$ cat src/rtl/const_table_arbiter.sv
// const_table_arbiter: round-robin arbiter serving constant-table lookups with a held response handshake
//   clock, reset_n     : rising-edge clock, asynchronous active-low reset
//   req, sel           : per-requester request and 2-bit table index (sel[2i+1:2i])
//   req_ack            : one-hot grant pulse during the lookup cycle
//   resp_valid/ready   : response handshake carrying resp_data, resp_id, resp_err
//   served_count       : completed responses, wraps modulo 256
module const_table_arbiter #(
    parameter int NUM_REQ = 4,
    parameter int DATA_W  = 8
) (
    input  logic                 clock,
    input  logic                 reset_n,
    input  logic [NUM_REQ-1:0]   req,
    input  logic [2*NUM_REQ-1:0] sel,
    output logic [NUM_REQ-1:0]   req_ack,
    output logic                 resp_valid,
    input  logic                 resp_ready,
    output logic [DATA_W-1:0]    resp_data,
    output logic [1:0]           resp_id,
    output logic                 resp_err,
    output logic [7:0]           served_count
);
    localparam int CONST_A = 10;
    localparam int CONST_B = 20;
    localparam logic [DATA_W-1:0] VAL_0 = DATA_W'(CONST_A);
    localparam logic [DATA_W-1:0] VAL_1 = DATA_W'(CONST_B);
    localparam logic [DATA_W-1:0] VAL_2 = DATA_W'(CONST_A + CONST_B + 7);

    typedef enum logic [1:0] {IDLE, LOOKUP, RESP} state_t;
    state_t state, state_next;

    logic [1:0]        ptr, win, win_id, win_sel;
    logic [DATA_W-1:0] lut;
    logic              grant;

    // scan downward so the lowest offset from ptr is the last (winning) assignment
    always_comb begin
        win = ptr;
        for (int k = NUM_REQ - 1; k >= 0; k--)
            if (req[ptr + 2'(k)]) win = ptr + 2'(k);
    end

    assign grant = (state == IDLE) && |req;
    assign lut   = win_sel == 2'd0 ? VAL_0 : win_sel == 2'd1 ? VAL_1 : win_sel == 2'd2 ? VAL_2 : '0;

    always_ff @(posedge clock or negedge reset_n)
        if (!reset_n) state <= IDLE;
        else          state <= state_next;

    always_comb begin
        state_next = state;
        req_ack    = '0;
        resp_valid = 1'b0;
        state_next = grant ? LOOKUP :
                     state == LOOKUP ? RESP :
                     (state == RESP && resp_ready) ? IDLE : state;
        req_ack    = state == LOOKUP ? NUM_REQ'(1) << win_id : '0;
        resp_valid = state == RESP;
    end

    always_ff @(posedge clock or negedge reset_n)
        if (!reset_n) begin
            ptr          <= '0;
            win_id       <= '0;
            win_sel      <= '0;
            resp_data    <= '0;
            resp_id      <= '0;
            resp_err     <= 1'b0;
            served_count <= '0;
        end else begin
            if (grant) begin
                win_id  <= win;
                win_sel <= sel[{win, 1'b0} +: 2];
                ptr     <= win + 2'd1;
            end
            if (state == LOOKUP) begin
                resp_data <= lut;
                resp_id   <= win_id;
                resp_err  <= &win_sel;
            end
            if (state == RESP && resp_ready) served_count <= served_count + 8'd1;
        end
endmodule

$ cat config.mk
export PLATFORM = sky130hd
export DESIGN_NAME = const_table_arbiter
export DESIGN_NICKNAME = d
export VERILOG_FILES = /design/src/rtl/const_table_arbiter.sv
export SDC_FILE = /design/constraint.sdc
export NUM_CORES = 1
export LEC_CHECK = 0
export BUFFER_PORTS_ARGS = -buffer_cell sky130_fd_sc_hd__buf_2
export CORE_MARGIN = 2
export CORE_UTILIZATION = 45
export DETAILED_ROUTE_END_ITERATION = 8
export GPL_TIMING_DRIVEN = 0
export PLACE_DENSITY = 0.84
export SLEW_MARGIN = 20
export SYNTH_ARGS = -nofsm -noshare
export SYNTH_HDL_FRONTEND = slang
export SYNTH_SLANG_ARGS = --single-unit
$ cat constraint.sdc
create_clock -name clock -period 1.5 [get_ports clock]
set_input_delay 0.3 -clock clock [delete_from_list [all_inputs] [get_ports clock]]
set_output_delay 0.3 -clock clock [all_outputs]
set_load 0.005 [all_outputs]
Word level (Yosys, flattened, before mapping). Index checks and enable logic that the tools add are counted.

Bits in registers: 27. Input bits: 15. Logic and storage cells: 49.

$add $sub $neg: 5. $lt $le $gt $ge: 4. Equal/unequal tests: 4. Shift operators: 2. Mux-type cells: 19. Reductions and logical operators: 7.

Operators by type and width (number): $mux 6 (3); $mux 2 (7); $lt 2x3->1 const B (4); $add 8x1->8 const B (1); $bmux 1 s2 (4); $shiftx 8x4->2 (1); $add 2x1->2 const B (2); $add 2x2->2 const B (2); $eq 2x1->1 const B (2); $eq 2x2->1 const B (2); $logic_not 2->1 (2); $mux 1 (4); $mux 4 (1); $reduce_or 4->1 (1); $shl 1x2->4 const A (1); $reduce_bool 3->1 (1); $logic_and 1x1->1 (2); $reduce_and 2->1 (1).

Logic depth before layout (Yosys ltp). Gate-level depths: netlist of the first run.

Depth in word-level cells: 8. Gate-level depth with buffers: 6.

Least setup slack after synthesis of the first run. Ideal clock, no wire load.

Path type: register -> register. From: register state[1]. To: register win_sel[1]. Setup time: 0.123 ns. Data arrival time: 1.536 ns. Path slack: -0.159 ns. Stages on the path, launching flop included: 6. Path buffers: 2. Cell sequence: dfrtp_1 -> clkbuf_1 -> or3_1 -> clkbuf_1 -> or2_2 -> o221a_1.

Longest elaborated chain between the ends: 2.

Ends and longest elaborated chain: start: declaration (line 30) `state_t state, state_next;`; start signal: assignment (line 48) `else state <= state_next;`; $logic_not 2->1 (line 43) `assign grant = (state == IDLE) && |req;`; $logic_and 1x1->1 (line 43); end signal: assignment (line 73) `win_sel <= sel[{win, 1'b0} +: 2];`; end: declaration (line 32) `logic [1:0] ptr, win, win_id, win_sel;`.

Every way passes these cells. A chain may end at the register's enable or synchronous reset.

Worst setup path after layout of the first run.
From: register ptr[1]. To: register win_sel[0].

Longest elaborated chain between the ends: 8. Elaborated cells between the ends (all ways): 16. Those cells by class: add/sub: 3; shift: 1; mux: 12.

Ends and longest elaborated chain: start: declaration (line 32); start signal: assignment (line 74) `ptr <= win + 2'd1;`; $add 2x2->2 (line 40) `if (req[ptr + 2'(k)]) win = ptr + 2'(k);`; $bmux 1 s2 (line 40); $mux 1 (implied by the code) (line 40); $mux 2 (3 in series) (line 40); $mux 2 * (line 40); $shiftx 8x4->2 * (line 73).

Every way passes the cells marked *; elsewhere a longest branch is shown, timed or not. The select of a mux whose other input is x is not followed.

==> flow_summary.yaml, run 1 <==
worst_hold_path:
  holdCritPathClass: "input pin to register"
critical_path:
  crit_required_ns: 1.71
  cp.arrival_ns: 1.84
  start_kind: "register"
  path_class: "register to register"
  endpoint_kind: "register"
  critical_path.max_fanout: 6
place:
  post_dp_cell_area_sq_um: 1460
  io_buffers: 36
  place.gp.congestion: 0.728
  dp.final_hpwl_mm: 1.87
  dp_cells: 196
timing:
  rsz0062_at_grt: "true"
  max_clock_freq_ghz: 0.614
  drv_slew: 0
  setup_ws_ns: -0.129
  fin_worst_skew_ns: 0.00308
  fin_crit_sh: 1.09
  period_needed_ns: 1.63
  hold_violations: 0
  setup_viol: 7
  tns_ns: -0.371
  hold_slack_ns: 0.270
run_status:
  violations: "negative setup slack"
  status: "finished, violations left"
global_route:
  grt_pass1_wl_mm: 4.37
  antenna_found_initial: 0
  grt_remaining_overflow: 0
  grt_use_total: 0.178
  grt_pass1_vias: 1030
  grt_max_degree: 24
floorplan:
  core-area_sq_um: 2500
  io_pins: 39
  die_h_um: 55.8
  initial_core_util: 0.482
  rows: 18
  die_area_sq_um: 3110
  die_w_um: 55.8
yosys:
  ys_seq_area_frac: 0.477
  synth_cell_types: 34
  syn_inst: 129
  yosysWarningCount: 0
  synth_area_sq_um: 1210
  ys_seq_elements: 23
  syn_area_per_cell_sq_um: 9.35
final_layout:
  nNetsFinal: 202
  fillers: 192
  layout_common_cells: "buf_2 (35), nand2_1 (30), dfrtp_1 (19)"
  area_growth_pct: 40.7
  layout.cells.non_filler: 211
  diodes: 0
  fin_area_sq_um: 1700
  final_layout_size_suffix_gt1_frac: 0.481
  mostFrequentLayoutCell: "buf_2"
cts:
  clock_path_buffers: 2
  clkSinkCount: 23
  htree_levels: 1
  cts_buffers: 3
  clk_latency_ns: 0.31
  cts_tree: "built"
  cts_root_buf: "clkbuf_4"
  clkTransAtPathRegs_ns: 0.12
detailed_routing:
  drc: 0
  antenna_left: 0
  viasPerCell: 5.05
  routedWlPerCell_um: 12.5
  drtIter0Drc: 10
  drt-pass1-iter-count: 4
  drt_wl_total_mm: 2.65
  vias: 1066
pwr:
  powerDensity_nw_per_um2: 1750
  p_leak_nw: 0.913
  peakVddDrop_mv: 1.03
flow_run:
  cap_violations: 0
==> area by class of cell <==
type / instances / area, sq um / area share
multi-input combinational: 93 / 693 / 0.409
sequential: 23 / 581 / 0.342
timing repair buffer: 50 / 302 / 0.178
tap: 30 / 37.5 / 0.0221
buffer: 5 / 35.0 / 0.0206
clock buffer: 4 / 26.3 / 0.0155
inverter: 6 / 22.5 / 0.0133
==> synth_stat cells (all sizes together) <==
cell type | instances | area share
nor3 | 2 | 0.0083
nand2b | 2 | 0.010
a21oi | 2 | 0.0083
ha | 5 | 0.052
a21o | 1 | 0.0062
nor3b | 3 | 0.019
conb | 1 | 0.0031
and2 | 1 | 0.0052
o21ai | 4 | 0.020
dfrtp | 23 | 0.48
o2111ai | 2 | 0.015
and3b | 1 | 0.0073
nor2b | 4 | 0.021
inv | 6 | 0.019
mux2 | 2 | 0.019
or4 | 1 | 0.0062
nor2 | 5 | 0.016
or2 | 1 | 0.0052
a221oi | 1 | 0.012
xnor2 | 5 | 0.036
o22ai | 1 | 0.0052
and3 | 2 | 0.010
buf | 4 | 0.025
o221a | 2 | 0.019
or3 | 1 | 0.0052
clkbuf | 4 | 0.012
nor4 | 1 | 0.0052
nand2 | 33 | 0.10
xor2 | 3 | 0.022
nand3 | 5 | 0.021
nand3b | 1 | 0.0062
==> worst paths after layout <==
kind	from	end	slack (ns)	cells after the start
worst max-delay path	ptr[1]	win_sel[0]	-0.13	5
worst min-delay path	resp_ready	state[1]	0.27	3
worst max register to register	ptr[1]	win_sel[0]	-0.13	5
worst min register to register	resp_data[2]	resp_data[2]	0.48	2
max in group asynchronous	reset_n	ptr[0]	0.66	2
min in group asynchronous	reset_n	served_count[7]	0.48	2
==> per-layer routing <==
metal / vias to the layer above / share of wire / GRT usage
met4: 0 / 0.029 / 0.118
met3: 6 / 0.043 / 0.0209
met1: 499 / 0.40 / 0.201
met2: 34 / 0.52 / 0.311
met5: - / 0 / 0
li1: 527 / - / -
==> stage by stage <==
stage / utilization / setup slack, ns / power, W
final: 0.679 / -0.129 / 0.00296
after global routing: 0.679 / -0.204 / 0.00320
after CTS: 0.651 / -0.149 / 0.00287
after detailed placement: 0.582 / -0.290 / 0.00232
after global placement: 0.582 / -0.232 / 0.00223
after floorplan: - / -0.0704 / 0.00190
==> sequential cells by signal, indices dropped and copies added (netlist names) <==
register      count
resp_err          1
served_count      8
resp_id           2
win_sel           2
win_id            2
state             2
ptr               2
resp_data         4
==> critical path, stage by stage (launching register included) <==
cell and delay, ns:
dfrtp_2 0.47, o22ai_2 0.09, a221oi_2 0.31, nand2_2 0.14, mux2_4 0.31, o221a_1 0.21
==> report_power, final <==
part           leakage (nW)  internal (W)  switching [W]
clock network        0.0150      0.000104       0.000179
registers             0.284      0.000889       0.000304
logic                 0.613      0.000827       0.000661
==> kinds of logic (layout without fill, tap and decap cells) <==
kind of cell,after synthesis,in the layout,synth area share
mux,2,2,0.0187
compound gates,13,13,0.0851
other cells,1,2,0.00311
flops,23,23,0.477
xor+xnor,8,8,0.0581
buf+inv,14,65,0.0560
simple gates,63,63,0.250
fa+ha+maj,5,5,0.0519
==> what timing repair did <==
item	CTS	global route
hold buffers	1	0
endpoints found under the setup margin	8	13
setup buffers	9	4
gates resized for setup	20	13
pin swaps	6	4
hold endpoints to repair	23	0
Power figures use the tool's default switching activity.
==> run 2: changes to the inputs <==
CELL_PAD_IN_SITES_DETAIL_PLACEMENT = 1   (was default)
CELL_PAD_IN_SITES_GLOBAL_PLACEMENT = 1   (was default)
CORE_UTILIZATION = 33   (was 45)
GPL_TIMING_DRIVEN = default   (was 0)
PLACE_DENSITY = 0.83   (was 0.84)
SKIP_CTS_REPAIR_TIMING = 1   (was default)
==> run 2 against run 1 <==
Critical path type unchanged. Flip-flop and latch count did not move. Sequential share of layout area fell by 0.59 points. Worst hold slack improved by 0.021 ns. Clock-buffer cell count did not move. Utilization fell by 17 points. Die area rose by 34%. Critical endpoint is now win_sel[1]. The flow still finishes with violations (negative setup slack). Combinational power rose by 5%. Non-clock buffer count rose by 1. Final area rose by 1.5%. Register-to-register slack improved by 0.02 ns. Cell count rose by 8.1%.
==> flow_summary.yaml, run 2 (same netlist as run 1, synthesis figures left out) <==
floorplan:
  core-area_sq_um: 3420
  initial_core_util: 0.353
  rows: 21
  die_area_sq_um: 4150
  io_pins: 39
  die_w_um: 64.5
  die_h_um: 64.5
timing:
  rsz0062_at_grt: "true"
  setup_viol: 6
  fin_worst_skew_ns: 0.00619
  drv_slew: 0
  hold_violations: 0
  slew_headroom: 0.580
  tns_ns: -0.402
  period_needed_ns: 1.61
  worstMarginPinSlew_ns: 0.626
  fin_crit_sh: 1.07
  setup_ws_ns: -0.112
  max_clock_freq_ghz: 0.620
critical_path:
  critical_path.max_fanout: 4
  slowest_delay_ns: 0.43
  start_kind: "register"
  reg2reg_setup_slack_ns: -0.11
  path_cells: "nand2b_1, a221oi_4, nand2_2, mux2_4, o221a_1"
  endpoint_kind: "register"
  r2r_end: "win_sel[1]"
  reg2reg_from: "ptr[0]"
  slowest_stage: "dfrtp_1"
  path_class: "register to register"
  cp.arrival_ns: 1.81
  crit_required_ns: 1.70
  rr_worst_depth: 5
detailed_routing:
  routedWlPerCell_um: 13.9
  drt-pass1-iter-count: 4
  antenna_left: 0
  vias: 1095
  viasPerCell: 4.80
  drtIter0Drc: 42
  drt_wl_total_mm: 3.16
  drc: 0
global_route:
  grt_max_degree: 24
  grt_pass1_vias: 1149
  antenna_found_initial: 0
  grt_use_total: 0.153
  grt_remaining_overflow: 0
  grt_pass1_wl_mm: 4.97
cts:
  cts_tree: "built"
  clk_latency_ns: 0.30
  clkSinkCount: 23
  cts_root_buf: "clkbuf_4"
  clock_path_buffers: 2
  clkTransAtPathRegs_ns: 0.12
  htree_levels: 1
  cts_buffers: 3
final_layout:
  top_regs: "served_count (8), resp_data (4)"
  layout.cells.non_filler: 228
  diodes: 0
  final_layout_size_suffix_gt1_frac: 0.456
  area_growth_pct: 42.8
  mostFrequentLayoutCell: "buf_2"
  largest_register_ffs: 8
  nNetsFinal: 203
  layout_common_cells: "buf_2 (35), nand2_1 (31), dfrtp_1 (20)"
  largest-register: "served_count"
worst_hold_path:
  min-delay-start: "resp_ready"
  holdCritPathClass: "input pin to register"
  worstHoldEndpoint: "state[1]"
  holdPathStages: 3
place:
  dp_cells: 215
  dp.final_hpwl_mm: 2.32
  io_buffers: 36
  place.gp.congestion: 0.720
  place_ws_ns: -0.247
pwr:
  p_leak_nw: 0.913
  powerDensity_nw_per_um2: 1760
  peakVddDrop_mv: 0.553
run_status:
  violations: "negative setup slack"
  status: "finished, violations left"
flow_run:
  cap_violations: 0
-- run 2: worst max-delay path, delay by kind of cell (launching register included) --
family / cells / cell delay [ns]
flops: 1 / 0.43
compound gates: 2 / 0.54
simple gates: 2 / 0.24
mux: 1 / 0.31
-- run 2: worst max path at each step --
stage                     startpoint    endpoint  slack, ns  cells past startpoint
after floorplan               ptr[0]  win_sel[0]      -0.07                      5
after global placement        req[2]  win_sel[0]      -0.19                      6
after detailed placement      req[2]  win_sel[0]      -0.25                      6
after CTS                   state[0]  req_ack[1]      -0.25                      4
after global routing          ptr[0]  win_sel[0]      -0.22                      5
final                         ptr[0]  win_sel[1]      -0.11                      5
-- run 2: final cells by class --
cell class                      instances  area (sq um)
Clock buffer                            4          26.3
Fill cell                             422          1690
Inverter                                6          22.5
Multi-Input combinational cell         93           687
Sequential cell                        23           579
Tap cell                               46          57.6
Timing Repair Buffer                   56           350
-- run 2: where the power goes --
group / internal, W / switching (W) / leakage [nW] / total, W
logic: 0.000861 / 0.000704 / 0.613 / 0.00157
clock network: 0.000103 / 0.000170 / 0.0150 / 0.000273
registers: 0.000886 / 0.000302 / 0.285 / 0.00119
total: 0.00185 / 0.00118 / 0.913 / 0.00303
-- run 2: layer usage --
layer	part of all wire	track usage	up-vias	wire (um)
met5	0	0	-	0
met4	0.024	0.0505	0	77
met3	0.042	0.0226	6	132
met2	0.56	0.292	32	1760
met1	0.37	0.172	529	1180
li1	-	-	528	-
-- run 2: through the flow --
step / hold WS (ns) / cell area (sq um) / utilization / power, W
global route: 0.284 / 1720 / 0.504 / 0.00330
CTS: -0.0483 / 1530 / 0.447 / 0.00273
detailed placement: 0.292 / 1500 / 0.440 / 0.00245
finish: 0.291 / 1720 / 0.504 / 0.00303
global placement: 0.291 / 1500 / 0.440 / 0.00234
floorplan: 0.00441 / 1240 / - / 0.00190
